<file path="src/rtl/vga_timing_pkg.sv">
// Shared timing defaults, widths and helpers for the VGA pixel-coordinate source.
package vga_timing_pkg;

    localparam int unsigned DEF_H_VISIBLE = 640;
    localparam int unsigned DEF_H_FP      = 16;
    localparam int unsigned DEF_H_SYNC    = 96;
    localparam int unsigned DEF_H_BP      = 48;
    localparam int unsigned DEF_V_VISIBLE = 480;
    localparam int unsigned DEF_V_FP      = 10;
    localparam int unsigned DEF_V_SYNC    = 2;
    localparam int unsigned DEF_V_BP      = 33;

    localparam int unsigned H_TOTAL = DEF_H_VISIBLE + DEF_H_FP + DEF_H_SYNC + DEF_H_BP;
    localparam int unsigned V_TOTAL = DEF_V_VISIBLE + DEF_V_FP + DEF_V_SYNC + DEF_V_BP;

    localparam int unsigned COORD_W     = 10;
    localparam int unsigned FRAME_CNT_W = 16;

    typedef logic [COORD_W-1:0] coord_t;

    // True when lo <= c < lo+len.
    function automatic logic in_window(coord_t c, int unsigned lo, int unsigned len);
        return (32'(c) >= lo) && (32'(c) < lo + len);
    endfunction

endpackage

</file>
<file path="src/rtl/vga_sync_delay.sv">
// N-stage 2-bit shift register with async preset to 1; N=0 is a plain passthrough.
module vga_sync_delay
    import vga_timing_pkg::*;
#(
    parameter int unsigned N = 2
) (
    input  logic       clk_i,
    input  logic       rst_i,
    input  logic [1:0] d_i,
    output logic [1:0] q_o
);

    generate
        if (N == 0) begin : g_pass
            assign q_o = d_i;
        end else begin : g_pipe
            logic [1:0] stage_q [N];

            always_ff @(posedge clk_i or posedge rst_i) begin
                if (rst_i) begin
                    for (int unsigned i = 0; i < N; i++) stage_q[i] <= '1;
                end else begin
                    stage_q[0] <= d_i;
                    for (int unsigned i = 1; i < N; i++) stage_q[i] <= stage_q[i-1];
                end
            end

            assign q_o = stage_q[N-1];
        end
    endgenerate

endmodule

</file>
<file path="src/rtl/vga_timing_gen.sv">
// VGA timing source: free-running counters, delayed syncs, frame pulse/counter.
// Optional vertical-blank interrupt enabled by defining VGA_VBLANK_IRQ_EN.
module vga_timing_gen
    import vga_timing_pkg::*;
#(
    parameter int unsigned H_VISIBLE  = DEF_H_VISIBLE,
    parameter int unsigned H_FP       = DEF_H_FP,
    parameter int unsigned H_SYNC     = DEF_H_SYNC,
    parameter int unsigned H_BP       = DEF_H_BP,
    parameter int unsigned V_VISIBLE  = DEF_V_VISIBLE,
    parameter int unsigned V_FP       = DEF_V_FP,
    parameter int unsigned V_SYNC     = DEF_V_SYNC,
    parameter int unsigned V_BP       = DEF_V_BP,
    parameter int unsigned SYNC_DELAY = 2
) (
    input  logic                   vga_clk,
    input  logic                   reset,
    input  logic                   irq_ack,
    output logic [9:0]             DrawX,
    output logic [9:0]             DrawY,
    output logic                   blank,
    output logic                   hs,
    output logic                   vs,
    output logic                   frame_start,
    output logic [FRAME_CNT_W-1:0] frame_count,
    output logic                   irq
);

    localparam int unsigned LINE_LEN    = H_VISIBLE + H_FP + H_SYNC + H_BP;
    localparam int unsigned FRAME_LINES = V_VISIBLE + V_FP + V_SYNC + V_BP;

    coord_t                 hc_q, hc_d;
    coord_t                 vc_q, vc_d;
    logic [FRAME_CNT_W-1:0] frame_cnt_q, frame_cnt_d;
    logic                   h_last, v_last;
    logic                   hs_raw, vs_raw;
    logic [1:0]             sync_dly;

    always_comb begin
        h_last      = (hc_q == coord_t'(LINE_LEN - 1));
        v_last      = (vc_q == coord_t'(FRAME_LINES - 1));
        hc_d        = h_last ? '0 : hc_q + coord_t'(1);
        vc_d        = vc_q;
        frame_cnt_d = frame_cnt_q;
        if (h_last) begin
            vc_d = v_last ? '0 : vc_q + coord_t'(1);
            if (v_last) frame_cnt_d = frame_cnt_q + FRAME_CNT_W'(1);
        end
    end

    always_ff @(posedge vga_clk or posedge reset) begin
        if (reset) begin
            hc_q        <= '0;
            vc_q        <= '0;
            frame_cnt_q <= '0;
        end else begin
            hc_q        <= hc_d;
            vc_q        <= vc_d;
            frame_cnt_q <= frame_cnt_d;
        end
    end

    assign hs_raw = !in_window(hc_q, H_VISIBLE + H_FP, H_SYNC);
    assign vs_raw = !in_window(vc_q, V_VISIBLE + V_FP, V_SYNC);

    // Only the syncs are delayed; blank/frame_start stay aligned to the counters.
    vga_sync_delay #(
        .N(SYNC_DELAY)
    ) u_sync_delay (
        .clk_i (vga_clk),
        .rst_i (reset),
        .d_i   ({hs_raw, vs_raw}),
        .q_o   (sync_dly)
    );

    assign hs          = sync_dly[1];
    assign vs          = sync_dly[0];
    assign DrawX       = hc_q;
    assign DrawY       = vc_q;
    assign blank       = !reset && (32'(hc_q) < H_VISIBLE) && (32'(vc_q) < V_VISIBLE);
    assign frame_start = !reset && (hc_q == '0) && (vc_q == '0);
    assign frame_count = frame_cnt_q;

`ifdef VGA_VBLANK_IRQ_EN
    logic irq_q, irq_d, irq_set;

    assign irq_set = (hc_q == '0) && (32'(vc_q) == V_VISIBLE);

    always_comb begin
        irq_d = irq_q;
        if (irq_set)      irq_d = 1'b1;
        else if (irq_ack) irq_d = 1'b0;
    end

    always_ff @(posedge vga_clk or posedge reset) begin
        if (reset) irq_q <= 1'b0;
        else       irq_q <= irq_d;
    end

    assign irq = irq_q;
`else
    logic unused_irq_ack;
    assign unused_irq_ack = irq_ack;
    assign irq            = 1'b0;
`endif

endmodule

</file>
<file path="config.mk">
export PLATFORM = sky130hd
export DESIGN_NAME = vga_timing_gen
export DESIGN_NICKNAME = d
export VERILOG_FILES = /design/src/rtl/vga_timing_pkg.sv /design/src/rtl/vga_sync_delay.sv /design/src/rtl/vga_timing_gen.sv
export SDC_FILE = /design/constraint.sdc
export NUM_CORES = 1
export LEC_CHECK = 0
export BUFFER_PORTS_ARGS = -buffer_cell sky130_fd_sc_hd__buf_2
export CORE_UTILIZATION = 30
export DETAILED_ROUTE_END_ITERATION = 12
export GPL_TIMING_DRIVEN = 0
export REMOVE_ABC_BUFFERS = 1
export SYNTH_ARGS = -nofsm -noshare
export SYNTH_HDL_FRONTEND = slang
export SYNTH_SLANG_ARGS = --single-unit
</file>
<file path="constraint.sdc">
create_clock -name vga_clk -period 1.65 [get_ports vga_clk]
set_input_delay 0.2475 -clock vga_clk [delete_from_list [all_inputs] [get_ports vga_clk]]
set_output_delay 0.2475 -clock vga_clk [all_outputs]
set_load 0.01 [all_outputs]
</file>
==> metrics.yaml <==
synth_flop_cell: "dfrtp_1"
drcViolationCount: 0
synth_top_area_cell: "dfrtp_1"
htree_levels: 2
skew_ns: 0.0120
antenna_found_initial: 0
path_buf_inv: 0
grt_pass1_wl_mm: 7.11
hp-class: "input port to asynchronous set/reset pin"
whs_ns: 0.150
ys_warn_count: 0
maxCapViolCount: 0
drive_gt1_frac: 0.512
pre_cts_ws_ns: -0.660
grt-ovfl-total: 0
tightest_slew_ns: 0.828
port_buffers: 41
fin_crit_ns: 1.86
crit_path_max_incr_delay_ns: 0.49
yosysMostFrequentCell: "dfrtp_1"
rrSetupSlack_ns: -0.21
path_cells: "ha_2 -> nand4_1 -> or4_4 -> nor3_4 -> nand3_1 -> xnor2_1"
fin_ws_ns: -0.213
arrival_ns: 2.06
syn_avg_cell_area_um2: 10.8
initialDrtViolationCount: 92
die_x_um: 81.3
finalSetupViolCount: 21
cts.sinks: 40
die_h_um: 81.3
startpoint_type: "register"
max_clock_freq_ghz: 0.537
synthTopCellsByCount: "dfrtp_1, nand2_1, xnor2_1"
period_share: 1.13
first_pass_iters: 4
diodes: 0
nets: 260
status: "finished, violations left"
syn_area_um2: 1880
yosysSeqAreaShare: 0.534
clk_pin_slew_ns: 0.08
dieArea_um2: 6600
final_area_um2: 2720
violations: "negative setup slack"
drt-total-wl_mm: 4.32
wl_per_cell_um: 13.2
cts-root-buf: "clkbuf_8"
regToRegStartpoint: "DrawX[0]$_DFF_PP0_"
r2r_cells: 6
synthDistinctLibCells: 38
cts_buffer_depth: 2
cts_made_buffers: 5
cp_slowest_cell: "or4_4"
start_util: 0.315
worstPathMaxFanout: 5
max-slew-margin-rel: 0.447
vias_per_cell: 4.87
cp.required_ns: 1.84
dp_hpwl_mm: 2.81
coreArea_um2: 5990
netlist.area_leader.share: 0.478
ant_nets: 0
area_growth_pct: 44.3
grt_pass1_vias: 1435
ys_ff_latch: 40
dpl_cell_area_um2: 2170
power.density_nw_per_um2: 663
slew_viol_final: 0
end_kind: "register"
p_leak_nw: 1.41
num_io_pins: 44
vias: 1593
post-route-util: 0.454
crit_family: "simple AND/OR/NAND/NOR gates"
synthCells: 174
synth_edf_count: 0
ir_drop_mv: 0.412
critPathKind: "register to register"
ys_async_sr_fraction: 1.00
synth.area.top_cells: "dfrtp_1, xnor2_1, dfstp_2, xor2_1, ha_1"
grt_max_degree: 41
clock_latency_ns: 0.30
rsz0062_at_grt: "yes"
finalSetupTns_ns: -2.22
tritoncts: "built"
grt_usage: 0.145
core.rowCount: 28
gp_congestion: 0.741
fillers: 579
rr_endpoint: "frame_count[13]$_DFFE_PP0P_"
finalHoldViolations: 0
## flip-flops by register name (all words and copies together), names as in the netlist
register,flops
u_sync_delay.q_o,2
u_sync_delay.g_pipe.stage_q,2
DrawX,10
DrawY,10
frame_count,16
## worst max-delay path by stage
stage | startpoint | endpoint | cells past startpoint
after floorplan | DrawX[0]$_DFF_PP0_ | DrawY[7]$_DFFE_PP0N_ | 6
after global placement | DrawX[0]$_DFF_PP0_ | DrawY[7]$_DFFE_PP0N_ | 6
after detailed placement | DrawX[5]$_DFF_PP0_ | DrawY[9]$_DFFE_PP0N_ | 5
after CTS | DrawX[0]$_DFF_PP0_ | frame_count[13]$_DFFE_PP0P_ | 6
after global routing | DrawX[0]$_DFF_PP0_ | frame_start | 7
final | DrawX[0]$_DFF_PP0_ | frame_count[13]$_DFFE_PP0P_ | 6
## metal layers
layer  track usage  wire [um]  vias to the layer above
li1              -          -                      764
met1         0.197       1990                      778
met2         0.220       2030                       43
met3        0.0371        248                        8
met4        0.0589         63                        0
met5             0          0                        -
## per-stage QoR
stage | total power, mW | instances
3_5_place_dp | 1.03 | 288
4_1_cts | 1.83 | 321
2_1_floorplan | 1.02 | 172
3_3_place_gp | 1.03 | 288
6_report | 1.80 | 327
5_1_grt | 1.87 | 327
## layout by cell type, fill, tap and decap left out, types with 2 or more instances in the layout
cell type and count:
xor2_1 10, nor2_1 5, nand4_1 9, buf_2 41, xnor2_1 15, nor3_4 5, nor2_2 3, nand2_1 14
o21ai_0 4, nor3_1 2, inv_2 4, buf_4 26, ha_1 5, buf_6 5, o21ai_1 3, dfstp_2 4
dfrtp_1 24, clkbuf_8 5, nand3_1 11, dfrtp_2 12, and3_1 5, nand3_2 3
## area by class of cell
class                   count  area (um^2)  share of cell area
repair buffers             72          457               0.168
clock inverters             3         42.5              0.0156
well taps                  75         93.8              0.0345
multi-input cells         127         1020               0.374
inverters                   5         18.8             0.00690
clock buffers               5         68.8              0.0253
flip-flops and latches     40         1020               0.376
## cell families after synthesis
group,share of synthesized area
buffers and inverters,0.0159
and+or+nand+nor,0.238
DFF,0.534
AOI/OAI and AO/OA,0.0438
muxes,0.00598
other,0.00199
xor gates and xnor gates,0.121
adders and majority gates,0.0398
## power by group
part,internal [mW],total (mW),switching (mW)
registers,0.980,0.980,0
logic,0.00392,0.0268,0.0229
clock network,0.447,0.796,0.349
## repair_timing
item | in CTS | in global routing
setup endpoints to repair | 33 | 27
hold buffers | 0 | 0
endpoints found under the hold margin | 0 | 0
setup buffers | 25 | 8
pin swaps | 23 | 18
resized for setup | 42 | 18
No activity file was read; power rests on OpenSTA's default activity.
